[config.mk]
export PLATFORM = sky130hd
export DESIGN_NAME = branch_predictor_gshare
export DESIGN_NICKNAME = d
export VERILOG_FILES = /design/src/rtl/branch_predictor_gshare_pkg.sv /design/src/rtl/branch_predictor_gshare_sat_counter_update.sv /design/src/rtl/branch_predictor_gshare.sv
export SDC_FILE = /design/constraint.sdc
export NUM_CORES = 1
export LEC_CHECK = 0
export BUFFER_PORTS_ARGS = -buffer_cell sky130_fd_sc_hd__buf_2
export CORE_MARGIN = 2
export CORE_UTILIZATION = 45
export DETAILED_ROUTE_END_ITERATION = 10
export PLACE_DENSITY = 0.77
export SYNTH_ARGS = -nofsm -noshare
export SYNTH_HDL_FRONTEND = slang
export SYNTH_SLANG_ARGS = --single-unit
[constraint.sdc]
create_clock -name Clock -period 7.44 [get_ports Clock]
set_clock_uncertainty 0.2 [all_clocks]
set_input_delay 1.488 -clock Clock [delete_from_list [all_inputs] [get_ports Clock]]
set_output_delay 1.488 -clock Clock [all_outputs]
set_load 0.01 [all_outputs]
[src/rtl/branch_predictor_gshare_pkg.sv]
// Shared definitions for the gshare branch predictor: mode encodings, FSM states and
// the pattern-table counter initial value.
package branch_predictor_gshare_pkg;

    localparam logic [1:0] MODE_STATIC  = 2'd0;
    localparam logic [1:0] MODE_BIMODAL = 2'd1;
    localparam logic [1:0] MODE_GSHARE  = 2'd2;
    localparam logic [1:0] MODE_GLOBAL  = 2'd3;

    typedef enum logic {
        StInit,
        StRun
    } state_e;

    // Weakly not-taken: all ones below the MSB.
    function automatic int unsigned ctr_init(input int unsigned ctr_bits);
        return (32'd1 << (ctr_bits - 32'd1)) - 32'd1;
    endfunction

endpackage

[src/rtl/branch_predictor_gshare_sat_counter_update.sv]
// Combinational saturating increment/decrement of one pattern-table counter.
module sat_counter_update #(
    parameter int unsigned CTR_BITS = 2
) (
    input  logic [CTR_BITS-1:0] i_ctr,
    input  logic                i_taken,
    output logic [CTR_BITS-1:0] o_ctr
);

    localparam logic [CTR_BITS-1:0] CtrMax = '1;
    localparam logic [CTR_BITS-1:0] CtrOne = CTR_BITS'(1);

    always_comb begin
        o_ctr = i_ctr;
        if (i_taken) begin
            if (i_ctr != CtrMax) o_ctr = i_ctr + CtrOne;
        end else begin
            if (i_ctr != '0) o_ctr = i_ctr - CtrOne;
        end
    end

endmodule

[src/rtl/branch_predictor_gshare.sv]
// Run-time selectable bimodal/gshare/global predictor with speculative global history,
// EX-side repair on mispredict, and branch/mispredict performance counters.
module branch_predictor_gshare
    import branch_predictor_gshare_pkg::*;
#(
    parameter int unsigned HIST_BITS = 4,
    parameter int unsigned CTR_BITS  = 2,
    parameter int unsigned PC_BITS   = 32,
    parameter int unsigned CNT_BITS  = 16
) (
    input  logic                 Clock,
    input  logic                 Reset,
    input  logic [1:0]           Mode,
    input  logic                 BranchInstructExists_ID,
    input  logic [PC_BITS-1:0]   PC_ID,
    output logic                 Prediction,
    output logic [HIST_BITS-1:0] PredIndex_ID,
    output logic [HIST_BITS-1:0] PredHistory_ID,
    input  logic                 BranchInstructExists_EX,
    input  logic                 BranchDecision_EX,
    input  logic                 Prediction_EX,
    input  logic [HIST_BITS-1:0] Index_EX,
    input  logic [HIST_BITS-1:0] History_EX,
    output logic                 Mispredict,
    output logic                 Ready,
    output logic [CNT_BITS-1:0]  BranchCount,
    output logic [CNT_BITS-1:0]  MispredictCount
);

    localparam int unsigned           Entries = 2 ** HIST_BITS;
    localparam logic [CTR_BITS-1:0]   CtrInit = CTR_BITS'(ctr_init(CTR_BITS));
    localparam logic [HIST_BITS-1:0]  PtrOne  = HIST_BITS'(1);
    localparam logic [CNT_BITS-1:0]   CntOne  = CNT_BITS'(1);

    logic [CTR_BITS-1:0]  r_pht [Entries];
    state_e               r_state;
    logic [HIST_BITS-1:0] r_ptr;
    logic [HIST_BITS-1:0] r_ghr;
    logic [CNT_BITS-1:0]  r_branch_cnt;
    logic [CNT_BITS-1:0]  r_mispredict_cnt;

    logic [HIST_BITS-1:0] w_pc_index;
    logic [HIST_BITS-1:0] w_index;
    logic [CTR_BITS-1:0]  w_pht_ex_next;
    logic                 w_ready;
    logic                 w_mispredict;
    logic                 w_unused;

    assign w_pc_index = PC_ID[HIST_BITS+1:2];

    always_comb begin
        w_index = w_pc_index;
        case (Mode)
            MODE_GSHARE: w_index = w_pc_index ^ r_ghr;
            MODE_GLOBAL: w_index = r_ghr;
            default:     w_index = w_pc_index;
        endcase
    end

    assign w_ready      = (r_state == StRun);
    assign w_mispredict = BranchInstructExists_EX & (Prediction_EX != BranchDecision_EX) & w_ready;

    assign Prediction      = w_ready & BranchInstructExists_ID & (Mode != MODE_STATIC) &
                             r_pht[w_index][CTR_BITS-1];
    assign PredIndex_ID    = BranchInstructExists_ID ? w_index : '0;
    assign PredHistory_ID  = r_ghr;
    assign Mispredict      = w_mispredict;
    assign Ready           = w_ready;
    assign BranchCount     = r_branch_cnt;
    assign MispredictCount = r_mispredict_cnt;

    sat_counter_update #(
        .CTR_BITS (CTR_BITS)
    ) u_sat_counter_update (
        .i_ctr   (r_pht[Index_EX]),
        .i_taken (BranchDecision_EX),
        .o_ctr   (w_pht_ex_next)
    );

    // No write in the reset cycle; INIT rewrites every entry afterwards.
    always_ff @(posedge Clock) begin
        if (!Reset) begin
            if (r_state == StInit) begin
                r_pht[r_ptr] <= CtrInit;
            end else if (BranchInstructExists_EX) begin
                r_pht[Index_EX] <= w_pht_ex_next;
            end
        end
    end

    always_ff @(posedge Clock) begin
        if (Reset) begin
            r_state          <= StInit;
            r_ptr            <= '0;
            r_ghr            <= '0;
            r_branch_cnt     <= '0;
            r_mispredict_cnt <= '0;
        end else begin
            case (r_state)
                StInit: begin
                    r_ptr <= r_ptr + PtrOne;
                    if (r_ptr == '1) r_state <= StRun;
                end
                StRun: begin
                    // Repair beats the speculative shift: the ID branch is being flushed.
                    if (w_mispredict) begin
                        r_ghr <= {History_EX[HIST_BITS-2:0], BranchDecision_EX};
                    end else if (BranchInstructExists_ID) begin
                        r_ghr <= {r_ghr[HIST_BITS-2:0], Prediction};
                    end
                    if (BranchInstructExists_EX) r_branch_cnt <= r_branch_cnt + CntOne;
                    if (w_mispredict) r_mispredict_cnt <= r_mispredict_cnt + CntOne;
                end
                default: r_state <= StInit;
            endcase
        end
    end

    assign w_unused = ^{PC_ID[PC_BITS-1:HIST_BITS+2], PC_ID[1:0], History_EX[HIST_BITS-1]};

endmodule

==> flow_summary.json <==
{
  "viasPerCell": 5.73,
  "cts.reportedPaths.clkPinSlew_ns": 0.08,
  "synth_compound_area_share_pct": 13.3,
  "p_leak_nw": 1.75,
  "finalCritPeriodShare_pct": 68.6,
  "arrival_ns": 3.42,
  "post_cts_buffers": 0,
  "cpLargestDelayFamily": "compound AO/OA/AOI/OAI gates",
  "hold_buffers": 0,
  "synth_xor_area_share_pct": 6.38,
  "synth-simple-area-share_pct": 20.6,
  "n_antenna_cell": 0,
  "synth_area_leaders": "edfxtp_1, dfxtp_1, nor2_1",
  "path_buf_inv": 2,
  "grt_max_degree": 45,
  "fmax_ghz": 0.196,
  "overflow": 0,
  "final_util_pct": 52.0,
  "worst_path_max_delay_cell": "a32oi_1",
  "avgSynthCellArea_um2": 9.62,
  "drive_above_1_share_pct": 20.6,
  "cts_sinks": 73,
  "synth-edff-count": 32,
  "slowest_delay_ns": 0.41,
  "die_w_um": 98.1,
  "synth_top_family_by_area": "simple AND/OR/NAND/NOR gates",
  "final_max_slew_viol_count": 0,
  "crit_fanout": 30,
  "final.setup.tns_ns": 0,
  "antenna_found_initial": 0,
  "dieArea_um2": 9620,
  "vias": 3287,
  "yosys.cell_types.count": 54,
  "synth_area_um2": 3980,
  "crit_chain": "buf_2 > o21ai_0 > a32oi_1 > a221oi_1 > nor2_1 > a221oi_2 > nor4_2 > buf_2",
  "cts_resized": 0,
  "clock_latency_ns": 0.34,
  "whs_ns": 0.299,
  "syn_to_final_growth_pct": 12.7,
  "cp_common_cell": "buf_2",
  "pwr_density_cell_nw_per_um2": 175,
  "finalCriticalPeriod_ns": 5.10,
  "clockBufferDepth": 2,
  "cts_made_buffers": 9,
  "worstHoldPathType": "reg2reg",
  "seq_area_frac_synth_pct": 44.7,
  "wire_per_inst_um": 15.1,
  "ys_ff_latch": 73,
  "cts_tree": "done",
  "synth.largest_area_cell": "edfxtp_1",
  "status": "complete, no violations",
  "die_h_um": 98.1,
  "nFillCells": 776,
  "finalHoldViolations": 0,
  "grt_pass1_wl_um": 14100,
  "crit_required_ns": 5.75,
  "place.gp.congestion": 0.864,
  "slew_headroom_pct": 40.8,
  "final_nets": 512,
  "power_w": 0.000785,
  "placementRows": 34,
  "grt_pass1_vias": 3052,
  "portBuffers": 61,
  "htreeDepth": 3,
  "core-area_um2": 8640,
  "critPathCaptureType": "primary output",
  "synthMuxAreaShare_pct": 10.1,
  "tightestPinTransition_ns": 0.883,
  "initial_core_util_pct": 46.1,
  "synth_fp_nets": 465,
  "netlist_instances": 414,
  "root_buffer": "clkbuf_8",
  "first_iter_violations": 132,
  "ys.warnings.count": 0,
  "setup.worst_path.start_class": "input port",
  "dp_hpwl_um": 6240,
  "cap_violations": 0,
  "totalWireLength_um": 8650,
  "synthArstFlopShare_pct": 0,
  "mostFrequentLayoutCells": "nor2_1, buf_2, dfxtp_1, nand2_1, edfxtp_1",
  "place_ws_ns": 2.34,
  "final_common_cell": "nor2_1",
  "setup_viol": 0,
  "grt_setup_unrepaired": "false",
  "synth_ff_type": "dfxtp_1",
  "ios": 91,
  "critPathKind": "in2out",
  "fin_ws_ns": 2.34,
  "yosysTopAreaCellShare_pct": 24.1,
  "irDropWorstVdd_v": 0.000105,
  "drc": 0,
  "ant_nets": 0,
  "yosys.area_share.adder_pct": 0.943,
  "grt_usage_pct": 17.7,
  "drtPass1Iterations": 4
}
cell type report:
type	instances	area [um^2]	area share, %
multi-input combinational	309	2040	45.5
sequential	73	1780	39.7
timing repair buffer	61	305	6.80
clock buffer	11	163	3.63
tap	108	135	3.01
clock inverter	5	33.8	0.753
inverter	7	26.3	0.586
registers in the layout (all words and copies together) (netlist names):
name / count
r_pht: 32
BranchCount: 16
MispredictCount: 16
PredHistory_ID: 4
r_ptr: 4
Ready: 1
Yosys cell counts, types with 3 or more instances:
master	count
xnor2_1	7
dfxtp_1	41
nor2_1	70
a22o_1	5
a21oi_1	15
nor3b_1	7
nand3b_1	6
and3_1	6
nand2_1	41
nor3_1	4
nor2b_1	4
nand4_1	4
ha_1	3
buf_6	3
clkbuf_1	8
o21ai_1	3
o21ai_0	14
o211ai_1	3
o22ai_1	3
mux4_2	10
a31oi_1	7
mux2_2	4
inv_1	6
mux2i_1	13
a221oi_1	5
edfxtp_1	32
a22oi_1	4
nand2b_1	4
buf_2	13
or3_1	6
o31ai_1	3
a311oi_1	3
nand3_1	11
xor2_1	22
cell families after synthesis:
family / count (synthesis)
buffers and inverters: 32
flip-flops: 73
AO/OA/AOI/OAI: 78
XOR/XNOR: 29
AND/OR/NAND/NOR: 172
multiplexers: 27
adder cells (fa/ha/maj): 3
path summary, 6_finish.rpt:
path | slack, ns | startpoint | depth (start not counted) | endpoint
min | 0.30 | BranchCount[8]$_SDFFE_PP0N_ | 2 | BranchCount[8]$_SDFFE_PP0N_
min reg2reg | 0.30 | BranchCount[8]$_SDFFE_PP0N_ | 2 | BranchCount[8]$_SDFFE_PP0N_
max | 2.34 | Mode[1] | 8 | Prediction
max reg2reg | 4.61 | Ready$_SDFF_PP0_ | 3 | r_pht[3][1]$_DFFE_PP_
power by group:
group          switching, W   total, W  internal [W]
Clock              0.000150   0.000302      0.000152
Sequential       0.00000328   0.000421      0.000418
Combinational     0.0000378  0.0000626     0.0000248
Total              0.000191   0.000785      0.000594
metrics by stage:
step / instances / cell area (um^2)
floorplan: 414 / 3980
global placement: 558 / 4290
detailed placement: 558 / 4290
CTS: 574 / 4490
global route: 574 / 4490
finish: 574 / 4490
tightest hold or removal path: cells and delay by family (launching register included):
family         cells  cell delay (ns)
AO/OA/AOI/OAI      2             0.13
flip-flops         1             0.33
metal layers:
| metal | vias up | GRT usage (%) | share of wire [%] |
|---|---|---|---|
| met3 | 17 | 2.79 | 5.1 |
| met1 | 1558 | 23.0 | 45 |
| met4 | 0 | 8.33 | 2.2 |
| li1 | 1603 | - | - |
| met2 | 109 | 29.1 | 48 |
| met5 | - | 0 | 0 |
No activity file was read; power rests on OpenSTA's default activity.
